===== config.mk =====
export PLATFORM = sky130hd
export DESIGN_NAME = pc_pipe
export DESIGN_NICKNAME = d
export VERILOG_FILES = /design/src/rtl/pc_defs_pkg.sv /design/src/rtl/pc_incr.sv /design/src/rtl/pc_pipe.sv
export SDC_FILE = /design/constraint.sdc
export NUM_CORES = 1
export LEC_CHECK = 0
export CORE_MARGIN = 2
export CORE_UTILIZATION = 40
export DETAILED_ROUTE_END_ITERATION = 7
export HOLD_SLACK_MARGIN = 0.15
export PLACE_DENSITY = 0.77
export SLEW_MARGIN = 25
export SYNTH_ARGS = -nofsm -noshare
export SYNTH_HDL_FRONTEND = slang
export SYNTH_HIERARCHICAL = 1
export SYNTH_SLANG_ARGS = --single-unit

===== constraint.sdc =====
create_clock -name clk -period 3.6 [get_ports clk]
set_clock_uncertainty 0.05 [all_clocks]
set_input_delay 0.54 -clock clk [delete_from_list [all_inputs] [get_ports clk]]
set_output_delay 0.54 -clock clk [all_outputs]
set_load 0.01 [all_outputs]

===== src/rtl/pc_defs_pkg.sv =====
// Shared definitions for the program-counter unit.
//   STEP_ARM / STEP_THUMB : instruction widths in bytes for each state
//   pc_state_e            : fill/run state of the fetch-decode-execute slots
//   vec_idx_e             : exception vector indices (vector = base + idx*4)
package pc_defs;

    localparam int unsigned STEP_ARM   = 4;
    localparam int unsigned STEP_THUMB = 2;

    typedef enum logic {
        ST_FILL = 1'b0,
        ST_RUN  = 1'b1
    } pc_state_e;

    typedef enum logic [2:0] {
        VEC_RST  = 3'd0,
        VEC_UND  = 3'd1,
        VEC_SWI  = 3'd2,
        VEC_PABT = 3'd3,
        VEC_DABT = 3'd4,
        VEC_IRQ  = 3'd5,
        VEC_FIQ  = 3'd6
    } vec_idx_e;

endpackage


===== src/rtl/pc_incr.sv =====
// AW-bit address incrementer: o_sum = i_op + i_step, modulo 2^AW.
// Ports:
//   i_op   AW  base address
//   i_step 4   byte increment (2, 4 or 8)
//   o_sum  AW  result, wraps silently
module pc_incr #(
    parameter int AW = 32
) (
    input  logic [AW-1:0] i_op,
    input  logic [3:0]    i_step,
    output logic [AW-1:0] o_sum
);

    assign o_sum = i_op + {{(AW-4){1'b0}}, i_step};

endmodule


===== src/rtl/pc_pipe.sv =====
// Program-counter unit: fetch PC plus the addresses and valid bits of the
// instructions in decode and execute, with flush on redirect/exception.
// Optional feature macro: PC_THUMB_EN (adds Thumb state and the o_thumb port).
// Ports:
//   clk, rst_n         clock (rising edge), async active-low reset
//   en                 advance one instruction (0 = stall)
//   i_redirect_en/addr branch or PC write from execute
//   i_exc_en/idx       take exception to vector idx
//   o_fetch_pc/valid   fetch address and its valid
//   o_dec_pc/valid     decode slot address and valid
//   o_exe_pc/valid     execute slot address and valid
//   o_pc_read          execute address + 2 instruction widths
//   o_link             execute address + 1 instruction width
//   o_pc_next          fetch address + 1 instruction width
//   o_thumb            Thumb state (PC_THUMB_EN only)
//   o_state            debug view of the FILL/RUN state
// Control priority per edge: exception > redirect > en > hold.
module pc_pipe
    import pc_defs::*;
#(
    parameter int            AW        = 32,
    parameter logic [AW-1:0] RESET_VEC = '0,
    parameter logic [AW-1:0] VEC_BASE  = '0
) (
    input  logic          clk,
    input  logic          rst_n,
    input  logic          en,
    input  logic          i_redirect_en,
    input  logic [AW-1:0] i_redirect_addr,
    input  logic          i_exc_en,
    input  logic [2:0]    i_exc_idx,
    output logic [AW-1:0] o_fetch_pc,
    output logic          o_fetch_valid,
    output logic [AW-1:0] o_dec_pc,
    output logic          o_dec_valid,
    output logic [AW-1:0] o_exe_pc,
    output logic          o_exe_valid,
    output logic [AW-1:0] o_pc_read,
    output logic [AW-1:0] o_link,
    output logic [AW-1:0] o_pc_next,
`ifdef PC_THUMB_EN
    output logic          o_thumb,
`endif
    output logic          o_state
);

    logic [AW-1:0] fetch_pc_q, fetch_pc_d;
    logic          fetch_valid_q;
    logic [AW-1:0] dec_pc_q, dec_pc_d;
    logic          dec_valid_q, dec_valid_d;
    logic [AW-1:0] exe_pc_q, exe_pc_d;
    logic          exe_valid_q, exe_valid_d;
    pc_state_e     state_q, state_d;
    logic [3:0]    fetch_step, exe_step;

`ifdef PC_THUMB_EN
    // Each slot carries the state it was fetched in, so link/pc-read use the
    // width of the instruction actually in execute.
    logic thumb_q, thumb_d;
    logic dec_thumb_q, dec_thumb_d;
    logic exe_thumb_q, exe_thumb_d;

    assign fetch_step = thumb_q     ? 4'(STEP_THUMB) : 4'(STEP_ARM);
    assign exe_step   = exe_thumb_q ? 4'(STEP_THUMB) : 4'(STEP_ARM);
    assign o_thumb    = thumb_q;
`else
    assign fetch_step = 4'(STEP_ARM);
    assign exe_step   = 4'(STEP_ARM);
`endif

    pc_incr #(.AW(AW)) u_incr_next (.i_op(fetch_pc_q), .i_step(fetch_step),       .o_sum(o_pc_next));
    pc_incr #(.AW(AW)) u_incr_link (.i_op(exe_pc_q),   .i_step(exe_step),         .o_sum(o_link));
    pc_incr #(.AW(AW)) u_incr_read (.i_op(exe_pc_q),   .i_step(exe_step << 1),    .o_sum(o_pc_read));

    always_comb begin
        fetch_pc_d  = fetch_pc_q;
        dec_pc_d    = dec_pc_q;
        dec_valid_d = dec_valid_q;
        exe_pc_d    = exe_pc_q;
        exe_valid_d = exe_valid_q;
`ifdef PC_THUMB_EN
        thumb_d     = thumb_q;
        dec_thumb_d = dec_thumb_q;
        exe_thumb_d = exe_thumb_q;
`endif
        if (i_exc_en) begin
            fetch_pc_d  = VEC_BASE + AW'({i_exc_idx, 2'b00});
            dec_valid_d = 1'b0;
            exe_valid_d = 1'b0;
`ifdef PC_THUMB_EN
            thumb_d     = 1'b0;
`endif
        end else if (i_redirect_en) begin
`ifdef PC_THUMB_EN
            // Target bit 0 selects the new state; Thumb keeps halfword alignment.
            thumb_d    = i_redirect_addr[0];
            fetch_pc_d = i_redirect_addr[0] ? {i_redirect_addr[AW-1:1], 1'b0}
                                            : {i_redirect_addr[AW-1:2], 2'b00};
`else
            fetch_pc_d = {i_redirect_addr[AW-1:2], 2'b00};
`endif
            dec_valid_d = 1'b0;
            exe_valid_d = 1'b0;
        end else if (en) begin
            exe_pc_d    = dec_pc_q;
            exe_valid_d = dec_valid_q;
            dec_pc_d    = fetch_pc_q;
            // Fetch is always valid once out of reset.
            dec_valid_d = 1'b1;
            fetch_pc_d  = o_pc_next;
`ifdef PC_THUMB_EN
            exe_thumb_d = dec_thumb_q;
            dec_thumb_d = thumb_q;
`endif
        end
        // RUN exactly when both downstream slots will hold real instructions.
        state_d = (dec_valid_d && exe_valid_d) ? ST_RUN : ST_FILL;
    end

    always_ff @(posedge clk or negedge rst_n) begin
        if (!rst_n) begin
            fetch_pc_q    <= RESET_VEC;
            fetch_valid_q <= 1'b0;
            dec_pc_q      <= '0;
            dec_valid_q   <= 1'b0;
            exe_pc_q      <= '0;
            exe_valid_q   <= 1'b0;
            state_q       <= ST_FILL;
`ifdef PC_THUMB_EN
            thumb_q       <= 1'b0;
            dec_thumb_q   <= 1'b0;
            exe_thumb_q   <= 1'b0;
`endif
        end else begin
            fetch_pc_q    <= fetch_pc_d;
            fetch_valid_q <= 1'b1;
            dec_pc_q      <= dec_pc_d;
            dec_valid_q   <= dec_valid_d;
            exe_pc_q      <= exe_pc_d;
            exe_valid_q   <= exe_valid_d;
            state_q       <= state_d;
`ifdef PC_THUMB_EN
            thumb_q       <= thumb_d;
            dec_thumb_q   <= dec_thumb_d;
            exe_thumb_q   <= exe_thumb_d;
`endif
        end
    end

    assign o_fetch_pc    = fetch_pc_q;
    assign o_fetch_valid = fetch_valid_q;
    assign o_dec_pc      = dec_pc_q;
    assign o_dec_valid   = dec_valid_q;
    assign o_exe_pc      = exe_pc_q;
    assign o_exe_valid   = exe_valid_q;
    assign o_state       = logic'(state_q);

endmodule


==> impl_metrics.json, run 1 <==
{
  "hold_viol": 0,
  "die_y_um": 135,
  "period_needed_ns": 3.45,
  "synth-seq-area-share": 0.364,
  "max-slew-margin-rel": 0.391,
  "max_freq_mhz": 290,
  "areaGrowthSynthToFinish_pct": 40.6,
  "grtUsageTotal": 0.197,
  "route.detailed.drc": 0,
  "ioPinCount": 236,
  "dp_hpwl_um": 13700,
  "setup_violations": 0,
  "slew_viol_final": 0,
  "cts_max_level": 3,
  "first_global_vias": 5091,
  "cp_max_fo": 16,
  "drv_cap": 0,
  "fin_nets": 879,
  "worstSetupStartpointType": "flop",
  "ys_types": 40,
  "cts_root_buffer": "clkbuf_16",
  "port_buffers": 233,
  "cp_data_required_time_ns": 3.01,
  "avgSynthCellArea_um2": 11.7,
  "powerDensity_mw_per_mm2": 476,
  "drt_first_pass_iters": 4,
  "clk_latency_ns": 0.34,
  "antenna_found_initial": 0,
  "dp.cells": 1029,
  "grt_pass1_wl_um": 28600,
  "cts_made_buffers": 9,
  "diodes": 0,
  "synthArstFlopShare": 1.00,
  "ys_ff_latch": 100,
  "wirelength_um": 18500,
  "drive_gt1_frac": 0.194,
  "endpoint_kind": "output port",
  "worstPathArrival_ns": 2.86,
  "criticalPathCategory": "flop to output port",
  "gr-total-overflow": 0,
  "cts_tree": "yes",
  "rows": 47,
  "netlist_area_mm2": 0.00687,
  "dieArea_mm2": 0.0182,
  "ys.flop_type": "dfrtp_1",
  "hold_path.class": "input port to async pin",
  "gp_congestion": 0.787,
  "post_drt_wl_per_cell_um": 17.6,
  "status": "completed",
  "vias": 5342,
  "ctsHoldBuffers": 0,
  "dieWidth_um": 135,
  "drtIter0Drc": 208,
  "p_leak_nw": 4.12,
  "final_cells": 1049,
  "core_area_mm2": 0.0167,
  "whs_ns": 0.177,
  "grt_max_degree": 65,
  "final_core_util": 0.578,
  "cts.sinks": 100,
  "netlist_instances": 586,
  "peakVddDrop_mv": 0.257,
  "final_antenna_net_count": 0,
  "layout_worst_path_cycle_share": 0.957,
  "clk_pin_slew_ns": 0.07,
  "avgViaCountPerCell": 5.09,
  "synth_warnings": 6,
  "clockBufferDepth": 2,
  "rsz0062_at_grt": "false",
  "initial_core_util": 0.411,
  "synth_edf_count": 0,
  "finalSetupTns_ns": 0,
  "tightest_slew_ns": 0.909
}
state kept, by name, summed over array words and instances (netlist names):
signal and cells:
o_fetch_pc 32, o_state 1, o_fetch_valid 1, o_exe_pc 32, o_exe_valid 1, o_dec_pc 32, o_dec_valid 1
stage by stage:
stage / cell area, um2 / setup slack, ns / total power, mW
floorplan: 6920 / 1.02 / 2.53
global placement: 9330 / 0.431 / 3.65
detailed placement: 9330 / 0.408 / 3.68
CTS: 9610 / 0.0185 / 4.63
global route: 9660 / 0.00540 / 4.82
finish: 9660 / 0.154 / 4.59
timing repair:
action	in CTS	in global routing
endpoints found under the setup margin	0	17
gates resized for setup	0	12
setup buffers	0	4
final timing paths:
path                                      startpoint                    endpoint  slack [ns]  cells past startpoint
max                         o_exe_pc[13]$_DFFE_PN0P_                  o_link[27]        0.15                      5
min                                            rst_n   o_fetch_pc[0]$_DFFE_PN0P_        0.18                      1
max reg2reg                o_fetch_pc[4]$_DFFE_PN0P_  o_fetch_pc[29]$_DFFE_PN0P_        1.14                      7
min reg2reg                    o_dec_valid$_DFF_PN0_       o_dec_valid$_DFF_PN0_        0.48                      1
max in group asynchronous                      rst_n   o_fetch_pc[4]$_DFFE_PN0P_        2.43                      2
min in group clk               o_dec_valid$_DFF_PN0_       o_dec_valid$_DFF_PN0_        0.48                      1
cells in the final DEF, fill, tap and decap left out, drive strengths merged:
master,n
nor2,10
buf,18
clkinv,3
clkbuf,9
nor3,31
nor3b,16
nand4,12
mux2,64
and4,9
a211oi,33
xor2,81
a211o,3
a21o,6
nor4b,6
ha,12
o21a,4
dfrtp,100
nor4,24
inv,2
clkdlybuf4s50,231
fa,3
or4,3
nor2b,30
nand2,27
or2b,3
nand3,21
mux2i,33
o21ai,1
conb,16
clkinvlp,3
xnor2,6
a21oi,9
report_power, final:
group / switching, mW / total (mW) / internal [mW] / leakage [nW]
Clock: 0.457 / 0.936 / 0.479 / 0.130
Sequential: 0.381 / 1.69 / 1.31 / 1.28
Combinational: 0.793 / 1.97 / 1.18 / 2.72
Total: 1.63 / 4.59 / 2.96 / 4.12
critical path, stage by stage, from the launching register on:
cell and delay, ns:
dfrtp_1 0.57, nand3_1 0.16, or4_4 0.69, nor4_1 0.37, xor2_1 0.18, clkdlybuf4s50_1 0.55
logic make-up after synthesis:
group	Yosys count	share of synthesized area
buffers and inverters	37	0.0457
AOI/OAI and AO/OA	56	0.0581
adders and majority gates	15	0.0306
xor gates and xnor gates	87	0.111
other	2	0.00109
DFF	100	0.364
muxes	97	0.186
and+or+nand+nor	192	0.203
metal layers:
metal | routed length [um] | part of all wire | up-vias | global-route usage
li1 | - | - | 2595 | -
met3 | 892 | 0.048 | 15 | 0.0282
met4 | 248 | 0.013 | 0 | 0.0544
met2 | 8610 | 0.47 | 157 | 0.313
met5 | 0 | 0 | - | 0
met1 | 8700 | 0.47 | 2575 | 0.282
area by class of cell:
| class | count | area, um2 |
|---|---|---|
| multi-input cells | 463 | 4120 |
| inverters | 1 | 3.75 |
| clock buffers | 9 | 225 |
| well taps | 220 | 275 |
| clock inverters | 7 | 60.1 |
| repair buffers | 249 | 2460 |
| fillers | 1481 | 7050 |
| flip-flops and latches | 100 | 2520 |
cell usage after synthesis (all sizes together) (12+ instances only):
cell / instances / area, um2
dfrtp: 100 / 2500
xor2: 81 / 709
mux2: 64 / 946
a211oi: 33 / 248
mux2i: 33 / 330
nor3: 31 / 260
nor2b: 30 / 188
nand2: 27 / 101
buf: 26 / 273
nor4: 24 / 206
nand3: 21 / 120
nor3b: 16 / 155
ha: 12 / 150
nand4: 12 / 120
(Power assumes the default switching activity.)
==> run 2: changes to the inputs <==
==> constraint.sdc (replaced) <==
create_clock -name clk -period 3.3 [get_ports clk]
set_clock_uncertainty 0.05 [all_clocks]
set_input_delay 0.495 -clock clk [delete_from_list [all_inputs] [get_ports clk]]
set_output_delay 0.495 -clock clk [all_outputs]
set_load 0.01 [all_outputs]
==> impl_metrics.json, run 2 (same netlist as run 1, synthesis figures left out) <==
{
  "status": "completed",
  "areaGrowthSynthToFinish_pct": 48.3,
  "initial_core_util": 0.411,
  "r2r_setup_slack_ns": 0.92,
  "gr-total-overflow": 0,
  "period_needed_ns": 3.24,
  "finalSetupTns_ns": 0,
  "first_global_vias": 5426,
  "max-slew-margin-rel": 0.576,
  "die_y_um": 135,
  "met1_usage": 0.286,
  "hold_start": "o_dec_pc[28]$_DFFE_PN0P_",
  "clk_latency_ns": 0.34,
  "fin_nets": 922,
  "seq_area_mm2": 0.00252,
  "top_usage_layer": "met2",
  "hold_path.class": "flop to flop",
  "globalRouteMet2Util": 0.330,
  "final_antenna_net_count": 0,
  "multiInputGateArea_mm2": 0.00426,
  "vias": 5577,
  "final_core_util": 0.610,
  "route.detailed.drc": 0,
  "cts_tree": "yes",
  "clockBufferDepth": 2,
  "nFillCells": 1408,
  "dp_slack_ns": 0.287,
  "cp_max_fo": 7,
  "layout_worst_path_cycle_share": 0.982,
  "drt_first_pass_iters": 4,
  "rr_worst_depth": 7,
  "slew_viol_final": 0,
  "drv_cap": 0,
  "final_cell_mix": "clkdlybuf4s50_1, dfrtp_1, xor2_1",
  "cts.sinks": 100,
  "hold_depth": 1,
  "grtUsageTotal": 0.205,
  "powerDensity_mw_per_mm2": 504,
  "hold_viol": 0,
  "cp_data_required_time_ns": 2.75,
  "worstSetupStartpointType": "flop",
  "wirelength_um": 19600,
  "port_buffers": 233,
  "drive_gt1_frac": 0.253,
  "core_area_mm2": 0.0167,
  "dp_hpwl_um": 14300,
  "criticalPathCategory": "flop to output port",
  "setup_violations": 0,
  "rows": 47,
  "grt_max_degree": 49,
  "diodes": 0,
  "post_drt_wl_per_cell_um": 17.9,
  "setup_ws_ns": 0.0597,
  "cts_root_buffer": "clkbuf_16",
  "antenna_found_initial": 0,
  "peakVddDrop_mv": 0.277,
  "grt_pass1_wl_um": 29800,
  "max_freq_mhz": 309,
  "cts_made_buffers": 9,
  "dieWidth_um": 135,
  "dieArea_mm2": 0.0182,
  "holdPathEnd": "o_dec_pc[28]$_DFFE_PN0P_",
  "regToRegEndpoint": "o_fetch_pc[22]$_DFFE_PN0P_",
  "tightest_slew_ns": 0.636,
  "finalPower_mw": 5.13,
  "clk_pin_slew_ns": 0.07,
  "worstPathArrival_ns": 2.70,
  "drtIter0Drc": 213,
  "grt_use_met3": 0.0315,
  "ioPinCount": 236,
  "p_leak_nw": 4.49,
  "whs_ns": 0.497,
  "avgViaCountPerCell": 5.11,
  "r2r-start": "o_fetch_pc[8]$_DFFE_PN0P_",
  "final_common_cell": "clkdlybuf4s50_1",
  "cts_max_level": 3,
  "gp_congestion": 0.799,
  "endpoint_kind": "output port"
}
[run 2: cell types whose count changed in the layout (fill, tap and decap cells not counted), sizes merged]
| cell | previous run | this run |
|---|---|---|
| or4 | 3 | 4 |
| buf | 18 | 58 |
| dlygate4sd3 | 0 | 1 |
| dlygate4sd2 | 0 | 2 |
| clkinvlp | 3 | 2 |
| clkbuf | 9 | 11 |
| dlymetal6s2s | 0 | 8 |
| clkdlybuf4s50 | 231 | 221 |
[run 2: critical path, cell delays in order, from the launching register on]
cell,delay (ns)
dfrtp_2,0.42
nand3_4,0.12
or4_4,0.58
clkbuf_4,0.22
nor4_2,0.27
xor2_1,0.18
clkdlybuf4s50_1,0.57
[run 2: repair_timing]
item                                    in CTS  in global routing
pin swaps                                    3                  4
buffers inserted                             1                 19
gates resized for setup                     10                 36
hold buffers                                 1                  0
endpoints found under the setup margin      19                 32
gates cloned                                 0                  1
endpoints found under the hold margin       46                  0
[run 2: per-layer routing]
layer  vias up  part of all wire
met5         -                 0
met3        16             0.045
met4         0             0.015
met1      2708              0.45
li1       2702                 -
met2       151              0.49
[run 2: how the worst max path moves through the flow]
stage | startpoint | slack, ns | end | cells after the start
2_1_floorplan | o_exe_pc[4]$_DFFE_PN0P_ | 0.77 | o_link[20] | 6
3_3_place_gp | o_fetch_pc[5]$_DFFE_PN0P_ | 0.30 | o_pc_next[30] | 5
3_5_place_dp | o_exe_pc[6]$_DFFE_PN0P_ | 0.29 | o_link[31] | 5
4_1_cts | o_fetch_pc[8]$_DFFE_PN0P_ | -0.03 | o_pc_next[30] | 5
5_1_grt | o_exe_pc[8]$_DFFE_PN0P_ | -0.04 | o_pc_read[27] | 6
6_report | o_exe_pc[8]$_DFFE_PN0P_ | 0.06 | o_pc_read[27] | 6
[run 2: per-stage QoR]
stage,cells,instance area [um2]
final,1092,10200
after CTS,1072,9850
after detailed placement,1054,9540
after floorplan,600,6920
after global placement,1054,9540
after global routing,1092,10200
[run 2: final cells by class]
cell class                      count  area share
Clock buffer                       10      0.0225
Clock inverter                      6     0.00479
Inverter                            1    0.000369
Multi-Input combinational cell    464       0.418
Sequential cell                   100       0.248
Tap cell                          220      0.0270
Timing Repair Buffer              291       0.279
[run 2: power breakdown]
group | switching (mW) | leakage, nW | total, mW | internal, mW
registers | 0.354 | 1.27 | 1.78 | 1.43
clock network | 0.474 | 0.131 | 0.994 | 0.520
logic | 0.976 | 3.09 | 2.35 | 1.38
